==> config.mk <==
export PLATFORM = sky130hd
export DESIGN_NAME = ahb_burst_master
export DESIGN_NICKNAME = d
export VERILOG_FILES = /design/src/rtl/ahb_pkg.sv /design/src/rtl/ahb_addr_gen.sv /design/src/rtl/ahb_burst_master.sv
export SDC_FILE = /design/constraint.sdc
export NUM_CORES = 1
export LEC_CHECK = 0
export ABC_AREA = 0
export CORE_MARGIN = 10
export CORE_UTILIZATION = 46
export DETAILED_ROUTE_END_ITERATION = 6
export GPL_ROUTABILITY_DRIVEN = 0
export HOLD_SLACK_MARGIN = 0.1
export PLACE_DENSITY = 0.86
export SYNTH_ARGS = -nofsm -noshare
export SYNTH_HDL_FRONTEND = slang
export SYNTH_HIERARCHICAL = 1
export SYNTH_SLANG_ARGS = --single-unit
==> constraint.sdc <==
create_clock -name Hclk -period 6.35 [get_ports Hclk]
set_clock_uncertainty 0.1 [all_clocks]
set_input_delay 1.905 -clock Hclk [delete_from_list [all_inputs] [get_ports Hclk]]
set_output_delay 1.905 -clock Hclk [all_outputs]
set_load 0.005 [all_outputs]
==> src/rtl/ahb_pkg.sv <==
// ============================================================================
//  Module   : ahb_pkg
//  Purpose  : Shared AHB transfer/response encodings and engine state type.
//  Revision : 1.0  initial release
// ============================================================================
`default_nettype none

package ahb_pkg;

    localparam logic [1:0] HTRANS_IDLE   = 2'b00;
    localparam logic [1:0] HTRANS_BUSY   = 2'b01;
    localparam logic [1:0] HTRANS_NONSEQ = 2'b10;
    localparam logic [1:0] HTRANS_SEQ    = 2'b11;

    localparam logic [1:0] HRESP_OKAY    = 2'b00;
    localparam logic [1:0] HRESP_ERROR   = 2'b01;

    typedef enum logic [2:0] {
        ST_IDLE = 3'd0,
        ST_ADDR = 3'd1,
        ST_LAST = 3'd2,
        ST_ERR  = 3'd3,
        ST_DONE = 3'd4
    } state_t;

endpackage

`default_nettype wire

==> src/rtl/ahb_addr_gen.sv <==
// ============================================================================
//  Module   : ahb_addr_gen
//  Purpose  : Next-beat address: increment, 1KB boundary detect, wrap masking.
//  Revision : 1.0  initial release
// ============================================================================
`default_nettype none

module ahb_addr_gen
    import ahb_pkg::*;
#(
    parameter int ADDR_W = 32,
    parameter int DATA_W = 32,
    parameter int LEN_W  = 5
) (
    input  logic [ADDR_W-1:0] addr,
    input  logic [LEN_W-1:0]  len,
    input  logic              wrap,
    output logic [ADDR_W-1:0] next_addr,
    output logic              force_nonseq
);

    localparam int BYTES  = DATA_W / 8;
    localparam int BSHIFT = $clog2(BYTES);

    logic [ADDR_W-1:0] incr;
    logic [ADDR_W-1:0] mask;

    always_comb begin
        incr = addr + ADDR_W'(BYTES);
        mask = (ADDR_W'(len) << BSHIFT) - ADDR_W'(1);
        if (wrap) begin
            // Wrapping bursts stay inside one aligned block, so never split at 1KB
            next_addr    = (addr & ~mask) | (incr & mask);
            force_nonseq = 1'b0;
        end else begin
            next_addr    = incr;
            force_nonseq = (incr[9:0] == 10'd0);
        end
    end

endmodule

`default_nettype wire

==> src/rtl/ahb_burst_master.sv <==
// ============================================================================
//  Module   : ahb_burst_master
//  Purpose  : Pipelined AHB burst master (INCR, optional WRAP4/8/16 when
//             AHB_WRAP_BURST_EN is defined) with wait-state and ERROR handling.
//  Revision : 1.0  initial release
// ============================================================================
`default_nettype none

module ahb_burst_master
    import ahb_pkg::*;
#(
    parameter int ADDR_W  = 32,
    parameter int DATA_W  = 32,
    parameter int MAX_LEN = 16,
    parameter int LEN_W   = $clog2(MAX_LEN + 1)
) (
    input  logic              Hclk,
    input  logic              Hreset,
    input  logic              cmd_valid,
    output logic              cmd_ready,
    input  logic              cmd_write,
    input  logic [ADDR_W-1:0] cmd_addr,
    input  logic [LEN_W-1:0]  cmd_len,
    input  logic              cmd_wrap,
    input  logic [DATA_W-1:0] wr_data,
    output logic              wr_data_ready,
    output logic              rd_valid,
    output logic [DATA_W-1:0] rd_data,
    output logic              done,
    output logic              err,
    input  logic              Hreadyout,
    input  logic [1:0]        Hresp,
    input  logic [DATA_W-1:0] Hrdata,
    output logic              Hwrite,
    output logic              Hreadyin,
    output logic [1:0]        Htrans,
    output logic [ADDR_W-1:0] Haddr,
    output logic [DATA_W-1:0] Hwdata
);

    localparam int BYTES = DATA_W / 8;

    state_t            state;
    logic [LEN_W-1:0]  beats_left;
    logic [LEN_W-1:0]  burst_len;
    logic              wrap_burst;
    logic              dp_valid;
    logic              err_seen;
    logic [LEN_W-1:0]  len_eff;
    logic              start_wrap;
    logic              resp_err;
    logic [ADDR_W-1:0] next_addr;
    logic              force_nonseq;

    assign len_eff  = (cmd_len == '0) ? LEN_W'(1) : cmd_len;
    assign resp_err = (Hresp != HRESP_OKAY);
    assign Hreadyin = Hreadyout;

    // High in the cycle whose closing edge accepts a write address and loads Hwdata
    assign wr_data_ready = (state == ST_ADDR) && Hwrite && Hreadyout;

`ifdef AHB_WRAP_BURST_EN
    assign start_wrap = cmd_wrap && ((len_eff == LEN_W'(4)) ||
                                     (len_eff == LEN_W'(8)) ||
                                     (len_eff == LEN_W'(16)));
`else
    logic unused_wrap;
    assign unused_wrap = cmd_wrap;
    assign start_wrap  = 1'b0;
`endif

    ahb_addr_gen #(
        .ADDR_W (ADDR_W),
        .DATA_W (DATA_W),
        .LEN_W  (LEN_W)
    ) u_addr_gen (
        .addr         (Haddr),
        .len          (burst_len),
        .wrap         (wrap_burst),
        .next_addr    (next_addr),
        .force_nonseq (force_nonseq)
    );

    always_ff @(posedge Hclk or posedge Hreset) begin
        if (Hreset) begin
            state      <= ST_IDLE;
            cmd_ready  <= 1'b1;
            Htrans     <= HTRANS_IDLE;
            Haddr      <= '0;
            Hwrite     <= 1'b0;
            Hwdata     <= '0;
            rd_valid   <= 1'b0;
            rd_data    <= '0;
            done       <= 1'b0;
            err        <= 1'b0;
            beats_left <= '0;
            burst_len  <= '0;
            wrap_burst <= 1'b0;
            dp_valid   <= 1'b0;
            err_seen   <= 1'b0;
        end else begin
            rd_valid <= 1'b0;
            done     <= 1'b0;
            case (state)
                ST_IDLE: begin
                    if (cmd_valid) begin
                        cmd_ready  <= 1'b0;
                        Htrans     <= HTRANS_NONSEQ;
                        Haddr      <= cmd_addr & ~ADDR_W'(BYTES - 1);
                        Hwrite     <= cmd_write;
                        beats_left <= len_eff;
                        burst_len  <= len_eff;
                        wrap_burst <= start_wrap;
                        err_seen   <= 1'b0;
                        state      <= ST_ADDR;
                    end
                end
                ST_ADDR, ST_LAST: begin
                    if (dp_valid && !Hreadyout && resp_err) begin
                        // First ERROR cycle: withdraw any pending address phase
                        Htrans <= HTRANS_IDLE;
                        state  <= ST_ERR;
                    end else if (Hreadyout) begin
                        if (dp_valid && !Hwrite && !resp_err) begin
                            rd_valid <= 1'b1;
                            rd_data  <= Hrdata;
                        end
                        if (dp_valid && resp_err) begin
                            err_seen <= 1'b1;
                        end
                        if (state == ST_LAST) begin
                            dp_valid <= 1'b0;
                            done     <= 1'b1;
                            err      <= err_seen || resp_err;
                            state    <= ST_DONE;
                        end else begin
                            dp_valid <= 1'b1;
                            if (Hwrite) begin
                                Hwdata <= wr_data;
                            end
                            if (beats_left > LEN_W'(1)) begin
                                Haddr      <= next_addr;
                                Htrans     <= force_nonseq ? HTRANS_NONSEQ : HTRANS_SEQ;
                                beats_left <= beats_left - LEN_W'(1);
                            end else begin
                                Htrans <= HTRANS_IDLE;
                                state  <= ST_LAST;
                            end
                        end
                    end
                end
                ST_ERR: begin
                    if (Hreadyout) begin
                        dp_valid <= 1'b0;
                        done     <= 1'b1;
                        err      <= 1'b1;
                        state    <= ST_DONE;
                    end
                end
                ST_DONE: begin
                    err       <= 1'b0;
                    cmd_ready <= 1'b1;
                    state     <= ST_IDLE;
                end
                default: begin
                    state <= ST_IDLE;
                end
            endcase
        end
    end

endmodule

`default_nettype wire
==> results.yml <==
run_status:
  status: "finished clean"
final_layout:
  nets: 811
  num_antenna_cells: 0
  drive_gt1_share_pct: 25.2
  stdcell_area_sq_um: 9010
  area_growth_pct: 45.5
routing:
  detail_route.first_pass.iterations: 4
  drtAntennaViolNets: 0
  dr.first_iter.drc_count: 259
  vias_per_cell: 5.39
  wl_per_cell_um: 20.3
  drt-total-wl_um: 18000
  vias: 4779
  drc: 0
floorplan:
  die_w_um: 136
  num_rows: 42
  coreArea_sq_um: 13200
  die_h_um: 136
  io_pins: 214
  start_util_pct: 46.9
  die_area_sq_um: 18500
critical_path:
  crit_type: "in2out"
  cp_num_cells: 5
  critical_path.max_stage_delay_ns: 0.57
  startpoint_type: "primary input"
  cp_max_fo: 6
  cp.required_ns: 4.35
  cpMaxStageDelayCell: "clkdlybuf4s50_1"
  critPathBufInv: 3
  cp.arrival_ns: 3.56
  cp-end-kind: "primary output"
  critPathTopFamily: "buffers and inverters"
  path_cells: "clkdlybuf4s50_1, nor2b_1, nand3_1, inv_1, clkdlybuf4s50_1"
  cpMostUsedCell: "clkdlybuf4s50_1"
  r2r_cells: 4
cts:
  clock_latency_ns: 0.41
  cts_max_level: 4
  root_buffer: "clkbuf_16"
  cts_tree: "done"
  postCtsHoldBufs: 0
  cts_resized: 0
  cts_sinks: 118
  clkTransAtPathRegs_ns: 0.05
  cts_buffer_depth: 2
  postCtsSetupBuffers: 0
  cts_buffers: 17
global_routing:
  grt_pass1_wl_um: 28500
  grt_max_degree: 91
  track_usage_pct: 19.6
  first_global_vias: 5240
  gr-total-overflow: 0
  antenna_found_initial: 0
yosys:
  syn_nets: 606
  synth.most_common_cell: "dfrtp_1"
  synth_area_sq_um: 6190
  synthDistinctLibCells: 57
  synth_warnings: 6
  seq_area_frac_synth_pct: 47.7
  ys_top_cells_by_count: "dfrtp_1, mux2_2, mux2_4, nand2_1, nor2_1"
  synth_cells: 493
  synth_edf_count: 0
  yosysTopAreaCell: "dfrtp_1"
  async_flop_share_pct: 100
  synth.area.top_cells: "dfrtp_1, mux2_2, mux2_4, xnor2_1, xor2_1"
  ys.flop_type: "dfrtp_1"
  yosysTopAreaCellShare_pct: 47.3
  ys_ff_latch: 118
  synth.avg_cell_area_sq_um: 12.6
sta:
  finalMaxSlewViolations: 0
  fin_crit_ns: 5.57
  worst_pin_slew_ns: 1.48
  fin_crit_sh_pct: 87.7
  totalNegativeSetupSlack_ns: 0
  rsz0062_at_grt: "no"
  finalSetupViolations: 0
  max_freq_ghz: 0.180
  slew_headroom_pct: 0.592
  final_hold_viol_count: 0
power_and_ir_drop:
  power_density_nw_per_um2: 524
  ir_drop_mv: 0.274
  p_leak_nw: 3.73
worst_hold_path:
  min_path_type: "reg2reg"
  hold_path_depth: 1
place:
  place_area_sq_um: 8330
  dp_hpwl_um: 13300
  io_buffers: 210
run:
  cap_violations: 0
## flip-flops by register name, summed over array words and instances, names as in the netlist
signal and flops:
state 3, Htrans 2, beats_left 5, cmd_ready 1, rd_data 32, dp_valid 1, err 1, burst_len 5
rd_valid 1, Hwdata 32, Haddr 32, err_seen 1, done 1, Hwrite 1
## metrics by stage
step | cells | power (W) | setup WS (ns) | hold slack, ns | util (%)
global placement | 855 | 0.00352 | 0.766 | 0.369 | 63.2
global route | 886 | 0.00501 | 0.698 | 0.409 | 68.3
CTS | 886 | 0.00477 | 0.756 | 0.391 | 68.3
finish | 886 | 0.00472 | 0.782 | 0.392 | 68.3
detailed placement | 855 | 0.00362 | 0.757 | 0.379 | 63.2
floorplan | 493 | 0.00265 | 1.22 | 0.363 | -
## per-layer routing
metal	vias up	GRT usage, %	part of all wire [%]
met5	-	0	0
met4	0	6.27	1.2
met3	14	11.4	13
met2	214	32.1	48
met1	2354	20.9	37
li1	2197	-	-
## report_power, final
part | internal [W] | switching, W | leakage [nW]
registers | 0.00112 | 0.000372 | 1.42
logic | 0.00135 | 0.000771 | 1.98
clock network | 0.000775 | 0.000333 | 0.329
total | 0.00325 | 0.00148 | 3.73
## placed cells by master (no fill, tap or decap), drive strengths merged, types with 3 or more instances in the layout
| master | n |
|---|---|
| clkbuf | 23 |
| a21oi | 16 |
| and3 | 4 |
| o21ai | 6 |
| and4 | 4 |
| nor4 | 10 |
| nor2 | 19 |
| nand2 | 18 |
| clkdlybuf4s50 | 210 |
| nand4 | 12 |
| nand3b | 3 |
| a2111oi | 3 |
| ha | 4 |
| nand4b | 3 |
| bufinv | 6 |
| nor3 | 11 |
| buf | 3 |
| inv | 16 |
| xor2 | 16 |
| xnor2 | 16 |
| dfrtp | 117 |
| nand3 | 15 |
| mux2i | 8 |
| nand2b | 3 |
| a31oi | 3 |
| o31ai | 3 |
| mux2 | 131 |
## final timing paths
| path | start | slack (ns) | endpoint |
|---|---|---|---|
| setup reg to reg | state[0] | 3.32 | rd_data[23] |
| min in group asynchronous | Hreset | 2.07 | rd_data[27] |
| max in group asynchronous | Hreset | 3.03 | Hwdata[26] |
| hold reg to reg | rd_data[30] | 0.39 | rd_data[30] |
| setup / recovery | Hreadyout | 0.78 | wr_data_ready |
| hold / removal | rd_data[30] | 0.39 | rd_data[30] |
## area by class of cell
| cell class | instances | area [sq um] |
|---|---|---|
| clock buffers | 23 | 488 |
| fillers | 917 | 4180 |
| multi-input cells | 332 | 2970 |
| repair buffers | 213 | 2120 |
| inverters | 16 | 62.6 |
| clock inverters | 8 | 193 |
| well taps | 176 | 220 |
| flip-flops and latches | 118 | 2950 |
## cell families after synthesis
kind of cell | share of synthesized area, %
fa+ha+maj | 0.808
xor+xnor | 4.53
flops | 47.7
mux | 26.8
other cells | 0.0606
buf+inv | 4.34
compound gates | 4.63
simple gates | 11.2
Note: power is estimated with default switching activity, not from simulation.
